### config.mk
export PLATFORM = sky130hd
export DESIGN_NAME = wallace_cpa_flat
export DESIGN_NICKNAME = d
export VERILOG_FILES = /design/src/rtl/wallace_pkg.sv /design/src/rtl/wallace_cpa_if.sv /design/src/rtl/cpa_slice.sv /design/src/rtl/wallace_cpa.sv /design/src/flat_wrapper.sv
export SDC_FILE = /design/constraint.sdc
export NUM_CORES = 1
export LEC_CHECK = 0
export ABC_AREA = 1
export CORE_MARGIN = 1
export CORE_UTILIZATION = 54
export DETAILED_ROUTE_END_ITERATION = 8
export HOLD_SLACK_MARGIN = 0.02
export PLACE_DENSITY = 0.84
export SLEW_MARGIN = 5
export SYNTH_ARGS = -nofsm -noshare
export SYNTH_HDL_FRONTEND = slang
export SYNTH_SLANG_ARGS = --single-unit
### constraint.sdc
create_clock -name clk -period 7.65 [get_ports clk]
set_input_delay 1.53 -clock clk [delete_from_list [all_inputs] [get_ports clk]]
set_output_delay 1.53 -clock clk [all_outputs]
set_load 0.05 [all_outputs]
### src/rtl/wallace_pkg.sv
// Shared constants and FSM encoding for the Wallace-tree final carry-propagate adder.
package wallace_pkg;

  localparam int unsigned WIDTH  = 16;
  localparam int unsigned SLICE  = 4;
  localparam int unsigned NSLICE = WIDTH / SLICE;
  localparam int unsigned CNT_W  = (NSLICE > 1) ? $clog2(NSLICE) : 1;

  typedef enum logic [1:0] {
    IDLE = 2'd0,
    BUSY = 2'd1,
    DONE = 2'd2
  } state_t;

endpackage

### src/rtl/wallace_cpa_if.sv
// Operand/result handshake bundle between the Wallace tree, the CPA and its consumer.
interface wallace_cpa_if #(
  parameter int unsigned WIDTH = wallace_pkg::WIDTH
);
  logic             in_valid;
  logic             in_ready;
  logic [WIDTH-1:0] sum_vec;
  logic [WIDTH-1:0] carry_vec;
  logic             out_valid;
  logic             out_ready;
  logic [WIDTH-1:0] prod;
  logic             ovf;

  modport master (
    output in_valid, sum_vec, carry_vec, out_ready,
    input  in_ready, out_valid, prod, ovf
  );

  modport slave (
    input  in_valid, sum_vec, carry_vec, out_ready,
    output in_ready, out_valid, prod, ovf
  );
endinterface

### src/rtl/cpa_slice.sv
// Combinational SLICE-bit ripple-carry adder built from full adders.
module cpa_slice #(
  parameter int unsigned W = wallace_pkg::SLICE
) (
  input  logic [W-1:0] i_a,
  input  logic [W-1:0] i_b,
  input  logic         i_cin,
  output logic [W-1:0] o_sum,
  output logic         o_cout
);
  logic [W:0] w_c;

  assign w_c[0] = i_cin;

  for (genvar g = 0; g < W; g++) begin : g_fa
    assign o_sum[g]   = i_a[g] ^ i_b[g] ^ w_c[g];
    assign w_c[g+1]   = (i_a[g] & i_b[g]) | (w_c[g] & (i_a[g] ^ i_b[g]));
  end

  assign o_cout = w_c[W];
endmodule

### src/rtl/wallace_cpa.sv
// Multi-cycle carry-propagate adder: resolves sum_vec + carry_vec one slice per cycle.
module wallace_cpa #(
  parameter int unsigned WIDTH = wallace_pkg::WIDTH,
  parameter int unsigned SLICE = wallace_pkg::SLICE
) (
  input  logic          clk,
  input  logic          rst_n,
  wallace_cpa_if.slave  bus
);
  import wallace_pkg::*;

  localparam int unsigned N_SLC    = WIDTH / SLICE;
  localparam int unsigned CNT_BITS = (N_SLC > 1) ? $clog2(N_SLC) : 1;

  if ((WIDTH % SLICE) != 0) begin : g_bad_param
    $error("wallace_cpa: WIDTH must be a multiple of SLICE");
  end

  state_t              r_state;
  logic                r_in_ready;
  logic                r_out_valid;
  logic [WIDTH-1:0]    r_a;
  logic [WIDTH-1:0]    r_b;
  logic [WIDTH-1:0]    r_prod;
  logic                r_ovf;
  logic                r_carry;
  logic [CNT_BITS-1:0] r_cnt;

  logic [SLICE-1:0]    w_a_slc;
  logic [SLICE-1:0]    w_b_slc;
  logic [SLICE-1:0]    w_sum_slc;
  logic                w_cout;

  // Counter-driven operand slice select; constant part-selects keep this a plain mux.
  always_comb begin
    w_a_slc = '0;
    w_b_slc = '0;
    for (int i = 0; i < int'(N_SLC); i++) begin
      if (r_cnt == CNT_BITS'(i)) begin
        w_a_slc = r_a[i*SLICE +: SLICE];
        w_b_slc = r_b[i*SLICE +: SLICE];
      end
    end
  end

  cpa_slice #(.W(SLICE)) u_slice (
    .i_a    (w_a_slc),
    .i_b    (w_b_slc),
    .i_cin  (r_carry),
    .o_sum  (w_sum_slc),
    .o_cout (w_cout)
  );

  always_ff @(posedge clk or negedge rst_n) begin
    if (!rst_n) begin
      r_state     <= IDLE;
      r_in_ready  <= 1'b0;
      r_out_valid <= 1'b0;
      r_a         <= '0;
      r_b         <= '0;
      r_prod      <= '0;
      r_ovf       <= 1'b0;
      r_carry     <= 1'b0;
      r_cnt       <= '0;
    end else begin
      unique case (r_state)
        IDLE: begin
          // in_ready is registered, so the first post-reset edge only raises it.
          r_in_ready <= 1'b1;
          if (r_in_ready && bus.in_valid) begin
            r_a        <= bus.sum_vec;
            r_b        <= bus.carry_vec;
            r_cnt      <= '0;
            r_carry    <= 1'b0;
            r_in_ready <= 1'b0;
            r_state    <= BUSY;
          end
        end
        BUSY: begin
          for (int i = 0; i < int'(N_SLC); i++) begin
            if (r_cnt == CNT_BITS'(i)) r_prod[i*SLICE +: SLICE] <= w_sum_slc;
          end
          r_carry <= w_cout;
          if (r_cnt == CNT_BITS'(N_SLC - 1)) begin
            r_cnt       <= '0;
            r_ovf       <= w_cout;
            r_out_valid <= 1'b1;
            r_state     <= DONE;
          end else begin
            r_cnt <= r_cnt + CNT_BITS'(1);
          end
        end
        DONE: begin
          if (bus.out_ready) begin
            r_out_valid <= 1'b0;
            r_in_ready  <= 1'b1;
            r_state     <= IDLE;
          end
        end
        default: begin
          r_state     <= IDLE;
          r_in_ready  <= 1'b0;
          r_out_valid <= 1'b0;
        end
      endcase
    end
  end

  assign bus.in_ready  = r_in_ready;
  assign bus.out_valid = r_out_valid;
  assign bus.prod      = r_prod;
  assign bus.ovf       = r_ovf;
endmodule
### src/flat_wrapper.sv
// flat-port wrapper written by rule: the top's interface ports become plain ports
module wallace_cpa_flat import wallace_pkg::*;
#(
  parameter int unsigned WIDTH = wallace_pkg::WIDTH,
  parameter int unsigned SLICE = wallace_pkg::SLICE
)
  (clk, rst_n, bus_in_valid, bus_sum_vec, bus_carry_vec, bus_out_ready, bus_in_ready, bus_out_valid, bus_prod, bus_ovf);
  wallace_cpa_if #(.WIDTH(WIDTH)) bus_i ();
  input  logic clk;
  input  logic rst_n;
  input wire logic [$bits(bus_i.in_valid)-1:0] bus_in_valid;
  input wire logic [$bits(bus_i.sum_vec)-1:0] bus_sum_vec;
  input wire logic [$bits(bus_i.carry_vec)-1:0] bus_carry_vec;
  input wire logic [$bits(bus_i.out_ready)-1:0] bus_out_ready;
  output wire logic [$bits(bus_i.in_ready)-1:0] bus_in_ready;
  output wire logic [$bits(bus_i.out_valid)-1:0] bus_out_valid;
  output wire logic [$bits(bus_i.prod)-1:0] bus_prod;
  output wire logic [$bits(bus_i.ovf)-1:0] bus_ovf;
  assign bus_i.in_valid = bus_in_valid;
  assign bus_i.sum_vec = bus_sum_vec;
  assign bus_i.carry_vec = bus_carry_vec;
  assign bus_i.out_ready = bus_out_ready;
  assign bus_in_ready = bus_i.in_ready;
  assign bus_out_valid = bus_i.out_valid;
  assign bus_prod = bus_i.prod;
  assign bus_ovf = bus_i.ovf;
  wallace_cpa #(.WIDTH(WIDTH), .SLICE(SLICE)) u_core (.clk(clk), .rst_n(rst_n), .bus(bus_i));
endmodule
# Yosys cells after proc, flatten, opt, wreduce, memory -nomap -nowiden
# Index checks and enable logic that the tools add are counted.
# totals
word_cells	79
register_bits	56
out_inout_bits	19
# op_classes
muxes	23
reduce_logical	13
add_sub_neg	1
n_bitwise	22
n_eq_ne	8
# ops
cell	count
$mux W4	8
$reduce_and A2 Y1	7
$mux W2	5
$and A1 B1 Y1	8
$xor A1 B1 Y1	8
$eq A2 B2 Y1 const B	3
$pmux W1 S3	2
$pmux W2 S3	1
$reduce_and A3 Y1	2
$mux W1	5
$eq A2 B1 Y1 const B	2
$logic_not A2 Y1	2
$ne A2 B1 Y1 const B	2
$or A1 B1 Y1	4
$pmux W2 S2	1
$add A2 B1 Y2 const B	1
$ne A2 B2 Y1 const B	1
$not A1 Y1	2
$pmux W1 S2	1
$reduce_bool A2 Y1	1
$logic_and A1 B1 Y1	1

# Logic depth before layout (Yosys ltp)
# Gate-level depths: netlist of run 1.
# depth
ltp_word	15
ltp_mapped	17

# Hierarchy
# A second synthesis of run 1 with hierarchy kept.
# hier_totals
cells_unflattened	328
hier_area_um2	2690.1
# modules_own_cells
mod	area_per_inst_um2	instances	cells_per_inst
wallace_cpa	2572.5	1	314
cpa_slice	117.6	1	14

# Least setup slack after synthesis of run 1
# OpenSTA, ideal clock, no wires.
# synth_timing
path_kind	register -> register
from	reg u_core.r_cnt[0]
to	reg u_core.r_prod[7] (netlist: u_core.bus.prod[7])
stages_incl_launch_ff	18
path_buffers	1
setup_slack_ns	4.756
setup_ns	0.124
t_required_ns	7.526
t_arrival_ns	2.770
path_cell_list	dfrtp_1 inv_1 ha_1 clkbuf_1 nand2_1 nand2_1 nand3_1 nand2_1 nand2_1 fa_1 inv_1 fa_1 inv_1 fa_1 inv_1 fa_1 inv_1 o21ai_1
# synth_via
elab_chain_cells	13
word_cells_on_any_way	27
cone_classes	eq/ne (3); mux (8); bitwise (14); reduce/logical (2)
# synth_lines
element	line_no	rtl
start: declaration	wallace_cpa.sv:27	logic [CNT_BITS-1:0] r_cnt;
start signal: assignment	wallace_cpa.sv:90	r_cnt <= r_cnt + CNT_BITS'(1);
$logic_not A2 Y1	wallace_cpa.sv:39	if (r_cnt == CNT_BITS'(i)) begin
$mux W4 (4 in series)	wallace_cpa.sv:39	
$xor A1 B1 Y1	cpa_slice.sv:17	assign w_c[g+1] = (i_a[g] & i_b[g]) | (w_c[g] & (i_a[g] ^ i_b[g]));
$and A1 B1 Y1	cpa_slice.sv:17	
$or A1 B1 Y1	cpa_slice.sv:17	
$and A1 B1 Y1	cpa_slice.sv:17	
$or A1 B1 Y1	cpa_slice.sv:17	
$and A1 B1 Y1	cpa_slice.sv:17	
$or A1 B1 Y1	cpa_slice.sv:17	
$xor A1 B1 Y1 *	cpa_slice.sv:16	assign o_sum[g] = i_a[g] ^ i_b[g] ^ w_c[g];
net u_core.u_slice.o_sum[3]	cpa_slice.sv:8	output logic [W-1:0] o_sum,
end signal: indexed assignment	wallace_cpa.sv:81	if (r_cnt == CNT_BITS'(i)) r_prod[i*SLICE +: SLICE] <= w_sum_slc;
end: declaration	wallace_cpa.sv:24	logic [WIDTH-1:0] r_prod;
# Mark *: on every way through the listed nets, which the timed path passes. The rest lies on a longest branch.
# A chain may end at the register's enable or synchronous reset.

# Final worst setup path of run 1
# layout_timing
from	reg u_core.r_cnt[1]
to	reg u_core.r_prod[7] (netlist: u_core.bus.prod[7])
# The elaborated chain is that of the path after synthesis.

==> results.toml, run 1 <==
[outcome]
outcome = "complete, but fails checks"
violations = "DRC"

[timing]
min_period_ps = 3333
rsz0062_at_grt = "no"
finalSetupViolations = 0
period_share_pct = 43.57
fmax_mhz = 300.0
fin_skew_ps = 9.682
fin_tns_setup_ps = 0
hold_viol = 0
tightestPinTransition_ps = 692.3
drv_slew = 0
slew_headroom_pct = 53.68

[clocking]
post_cts_buffers = 0
clk_pin_slew_worst_paths_ps = 100
cts_resized = 0
cts_hold_buffers = 0
cts_tree = "yes"
clockRootBuffer = "clkbuf_8"
clock-sinks = 56
clkLatencyLatePin_ps = 320
cts_buffer_depth = 2
cts_buffers = 5
htree_levels = 2

[yosys]
synthMuxAreaShare_pct = 0
synthXorXnorAreaFrac_pct = 0
syn-cell-area_mm2 = 0.002600
ys_types = 21
synthesis.nets = 352
synth_area_leaders = "dfrtp_1, nand2_1, nand3_1"
ys_seq_area_share_pct = 53.90
synth_fa_ha_area_share_pct = 5.005
synth_top_family_by_area = "simple AND/OR/NAND/NOR gates"
ys_warn_count = 0
synth_most_common_cell = "nand2_1"
yosys.area_share.simple_pct = 27.00
synth_compound_area_share_pct = 8.373
synth_cells = 308
synth-main-ff-cell = "dfrtp_1"
avgSynthCellArea_um2 = 8.442
synth_top_area_share_pct = 53.90
synth_largest_area_cell = "dfrtp_1"
synth_edf_count = 0
synth_common_cells = "nand2_1, dfrtp_1, nand3_1, inv_1, a21oi_1"
synth-async-reset-ratio_pct = 100.0
ys_ff_latch = 56

[layout]
drive_gt1_share_pct = 6.145
utilization_pct = 71.89
synthToLayoutAreaGrowth_pct = 24.54
stdcell_count = 410
nets = 401
diodes = 0

[placement]
place.gp.congestion = 0.8671
place_inst = 402
post-dp-hpwl_mm = 3.889
port_buffers = 54

[run]
cap_viol_max_count = 0

[power_and_ir_drop]
p_leak_nw = 1.620
switchingPower_uw = 778.1
p_int_uw = 788.6
seq_power_share_pct = 32.7
ir_worst_vdd_uv = 218.8
power_density_mw_per_mm2 = 483.8
p_clk_share_pct = 10.5
comb_power_share_pct = 56.8
switching_share_pct = 49.66

[worst_setup_path]
rrSetupSlack_ps = 4320
worstPathMaxFanout = 10
rr_startpoint = "u_core.r_cnt[1]"
crit_type = "flop to flop"
worstPathArrival_ps = 3540
critPathCaptureType = "flop"
crit_path_start = "u_core.r_cnt[1]"
worstReg2RegEnd = "u_core.bus.prod[7]"
ff2ff_path_depth = 16
cp.required_ps = 7860
critPathLaunchType = "flop"
worstSetupEndpoint = "u_core.bus.prod[7]"

[detailed_routing]
wirelength_mm = 5.390
viasPerCell = 5.251
avgRoutedWirePerCell_um = 13.15
first_iter_violations = 155
dr.pass1.iters = 7
routed-via-count = 2153
antenna_left = 0
drcViolationCount = 7

[worst_hold_path]
hold_path.class = "flop to flop"

[global_routing]
overflow = 0
grt_pass1_vias = 2233
antenna_found_initial = 0
grt_max_degree = 57
grt_pass1_wl_mm = 9.604
grt_use_total_pct = 24.13

[floorplan]
rows = 24
start_util_pct = 57.72
fp.dieW_um = 71.39
core_mm2 = 0.004504
die_y_um = 71.39
io_pins = 55
dieArea_mm2 = 0.005097
-- how the worst min path moves through the flow --
stage | start | end | slack, ps | cells after the start
floorplan | u_core.r_a[12] | u_core.r_a[12] | 430 | 2
global placement | u_core.r_b[12] | u_core.r_b[12] | 450 | 2
detailed placement | u_core.r_a[12] | u_core.r_a[12] | 460 | 2
CTS | u_core.r_a[12] | u_core.r_a[12] | 480 | 2
global route | u_core.r_b[14] | u_core.r_b[14] | 510 | 2
finish | u_core.r_a[12] | u_core.r_a[12] | 480 | 2
-- worst max-delay path: stages (launching register included) --
cell and delay [ps]:
dfrtp_1 420, inv_1 100, ha_1 380, inv_1 220, nand2_1 110, nand3_1 60
nand2_1 80, nand2_1 70, fa_1 390, inv_1 80, fa_1 160, inv_1 50
fa_1 350, inv_1 70, fa_1 400, inv_1 170, o21ai_1 100
-- power groups by stage --
stage,Combinational [mW],Clock (mW),Sequential (mW)
3_5_place_dp,0.896,0,0.517
4_1_cts,0.898,0.166,0.512
6_report,0.889,0.165,0.512
3_3_place_gp,0.871,0,0.511
5_1_grt,0.995,0.178,0.527
2_1_floorplan,0.485,0,0.656
-- placed cells by master (no fill, tap or decap), types with 5 or more instances in the layout --
cell / n
nor2_1: 13
inv_1: 20
dfrtp_1: 56
nand2_1: 110
clkdlybuf4s50_1: 53
clkbuf_8: 5
a21oi_1: 19
nand3_1: 36
o21ai_1: 17
-- cell families (layout without fill, tap and decap cells) --
group	after synthesis	count (layout)
AOI/OAI and AO/OA	41	41
adders and majority gates	8	8
buffers and inverters	36	86
DFF	56	56
and+or+nand+nor	167	167
-- per-layer routing --
layer | track usage, % | vias to the layer above | wire length (um)
met2 | 41.80 | 57 | 2733
li1 | - | 1076 | -
met1 | 29.66 | 1008 | 2345
met5 | 0 | - | 0
met3 | 4.782 | 12 | 207
met4 | 10.00 | 0 | 104
-- layout make-up --
| cell class | instances | area, um2 |
|---|---|---|
| Clock buffer | 5 | 68.82 |
| Clock inverter | 3 | 23.77 |
| Fill cell | 337 | 1266 |
| Inverter | 23 | 86.33 |
| Multi-Input combinational cell | 216 | 1050 |
| Sequential cell | 56 | 1401 |
| Tap cell | 52 | 65.06 |
| Timing Repair Buffer | 55 | 543.0 |
-- state kept, by name, indices dropped and copies added, names as in the netlist --
signal                flops
u_core.bus.in_ready       1
u_core.bus.out_valid      1
u_core.bus.ovf            1
u_core.bus.prod          16
u_core.r_a               16
u_core.r_b               16
u_core.r_carry            1
u_core.r_cnt              2
u_core.r_state            2
-- per-stage QoR --
stage | worst slack [ps] | hold slack (ps) | area, um2 | power [mW]
finish | 4317 | 482.1 | 3238 | 1.567
global route | 4109 | 505.4 | 3238 | 1.700
CTS | 4326 | 479.4 | 3238 | 1.576
detailed placement | 4271 | 455.9 | 3146 | 1.412
global placement | 4327 | 452.5 | 3146 | 1.382
floorplan | 4756 | 434.5 | 2600 | 1.142
Note: power is estimated with default switching activity, not from simulation.
==> inputs of run 2 (changes only) <==
Settings changed: CORE_UTILIZATION 54 to 46, PLACE_DENSITY 0.84 to 0.76.
Clock period 7.65 ns to 2.7 ns, I/O delays scaled along.
==> run 2 against run 1 <==
  * Clock power rose to 2.8 times the previous value
  * Die area increased by 17%
  * The flow finishes with violations (setup timing)
  * Highest routed layer unchanged
  * Sequential share of layout area decreased by 3.2 points
  * First-iteration DRC count grew 9.7%
==> results.toml, run 2 (synthesis results as in run 1) <==
[layout]
synthToLayoutAreaGrowth_pct = 34.41
layout_commonest_cell = "nand2_1"
drive_gt1_share_pct = 17.07
diodes = 0
utilization_pct = 63.85
nets = 418
final_cell_mix = "nand2_1, dfrtp_1, clkdlybuf4s50_1"

[detailed_routing]
dr.pass1.iters = 4
avgRoutedWirePerCell_um = 13.53
wl_met2_mm = 2.972
top_layer = "met4"
routed-via-count = 2206
wl_met1_mm = 2.691
wl_met3_um = 275
antenna_left = 0
viasPerCell = 4.935
first_iter_violations = 170
drcViolationCount = 0
wirelength_mm = 6.048

[timing]
final.setup.worst_slack_ps = -71.78
fin_skew_ps = 6.307
drv_slew = 0
min_period_ps = 2772
slew_headroom_pct = 67.01
hold_viol = 0
finalSetupViolations = 4
rsz0062_at_grt = "yes"
tightestPinTransition_ps = 493.4
period_share_pct = 102.7
fmax_mhz = 360.8
fin_tns_setup_ps = -273.6
hold_ws_ps = 203.5

[power_and_ir_drop]
finalPower_mw = 4.847
ir_worst_vdd_uv = 590.9
p_clk_share_pct = 9.4
p_int_mw = 2.485
comb_power_share_pct = 60.3
power_density_mw_per_mm2 = 1387
switchingPower_mw = 2.362
seq_power_share_pct = 30.2
p_leak_nw = 1.710
switching_share_pct = 48.74

[clocking]
htree_levels = 2
clk_pin_slew_worst_paths_ps = 100
cts_hold_buffers = 0
cts_tree = "yes"
cts_buffers = 5
clkLatencyLatePin_ps = 310
cts_buffer_depth = 2
clock-sinks = 56
clockRootBuffer = "clkbuf_8"

[worst_setup_path]
worstReg2RegEnd = "u_core.bus.prod[15]"
cp_slowest_stage_delay_ps = 430
critPathLaunchType = "flop"
rr_startpoint = "u_core.r_cnt[0]"
worstPathMaxFanout = 5
cp.required_ps = 2900
crit_type = "flop to flop"
path_buf_inv = 5
cp_slowest_cell = "dfrtp_1"
cp_common_cell = "inv_2"
critPathCaptureType = "flop"
rrSetupSlack_ps = -70
worstPathArrival_ps = 2970
worstPathCellList = "buf_6, ha_4, nand2_1, nand3_2, nand2_2, nand2_2, fa_2, inv_2, fa_2, inv_2, fa_2, inv_2, fa_1, inv_2, o21ai_2"
ff2ff_path_depth = 15
critPathTopFamily = "adder cells"

[floorplan]
rows = 27
start_util_pct = 47.51
core_mm2 = 0.005473
io_pins = 55
die_y_um = 77.18
fp.dieW_um = 77.18
dieArea_mm2 = 0.005957

[global_routing]
grt_use_total_pct = 21.87
grt_max_degree = 57
grt_pass1_wl_mm = 10.21
grt_pass1_vias = 2176
overflow = 0
antenna_found_initial = 0

[placement]
post-place-ws_ps = -192.2
place.gp.congestion = 0.8481
post-dp-hpwl_mm = 4.270
port_buffers = 54

[run]
cap_viol_max_count = 0

[outcome]
violations = "setup timing"
outcome = "complete, but fails checks"

[worst_hold_path]
hold_path.class = "input pin to asynchronous set/reset pin"
[run 2: cell type report]
| type | instances | area, um2 |
|---|---|---|
| Sequential cell | 56 | 1401 |
| Clock inverter | 2 | 16.27 |
| Clock buffer | 6 | 72.57 |
| Multi-Input combinational cell | 216 | 1134 |
| Timing Repair Buffer | 72 | 686.9 |
| Inverter | 23 | 93.84 |
| Fill cell | 459 | 1978 |
| Tap cell | 72 | 90.09 |
[run 2: power by group through the flow]
stage          Sequential, mW  Combinational (mW)  Clock, mW
6_report                 1.47                2.92      0.457
3_5_place_dp             1.48                2.76          0
4_1_cts                  1.46                2.88      0.470
2_1_floorplan            1.86                1.49          0
3_3_place_gp             1.46                2.67          0
5_1_grt                  1.50                3.21      0.505
[run 2: worst max path at each step]
stage	from	cells past startpoint	to
after detailed placement	u_core.r_cnt[1]	16	u_core.bus.prod[15]
after global placement	u_core.r_cnt[0]	14	u_core.bus.prod[15]
final	u_core.r_cnt[0]	15	u_core.bus.prod[15]
after floorplan	u_core.r_cnt[0]	17	u_core.bus.prod[7]
after global routing	u_core.r_cnt[1]	16	u_core.bus.prod[11]
after CTS	u_core.r_cnt[1]	16	u_core.bus.prod[11]
[run 2: stage by stage]
stage | instances | area [um2]
after floorplan | 308 | 2638
after global placement | 436 | 3303
after detailed placement | 436 | 3303
after CTS | 447 | 3466
after global routing | 447 | 3495
final | 447 | 3495
[run 2: repair_timing]
item / in CTS / in global routing
setup buffers: 3 / 0
resized for setup: 13 / 9
pin swaps: 2 / 2
gates cloned: 0 / 0
endpoints found under the setup margin: 5 / 6
[run 2: routing by layer]
layer,GRT usage [%],vias up
met4,9.057,0
met2,36.46,63
met3,3.929,10
met5,0,-
li1,-,1109
met1,27.95,1024
==> inputs of run 3 (changes only) <==
Settings changed: SLEW_MARGIN 5 to 10.
==> results of run 3 <==
No change in the layout: final DEF, timing and power equal those of run 2.
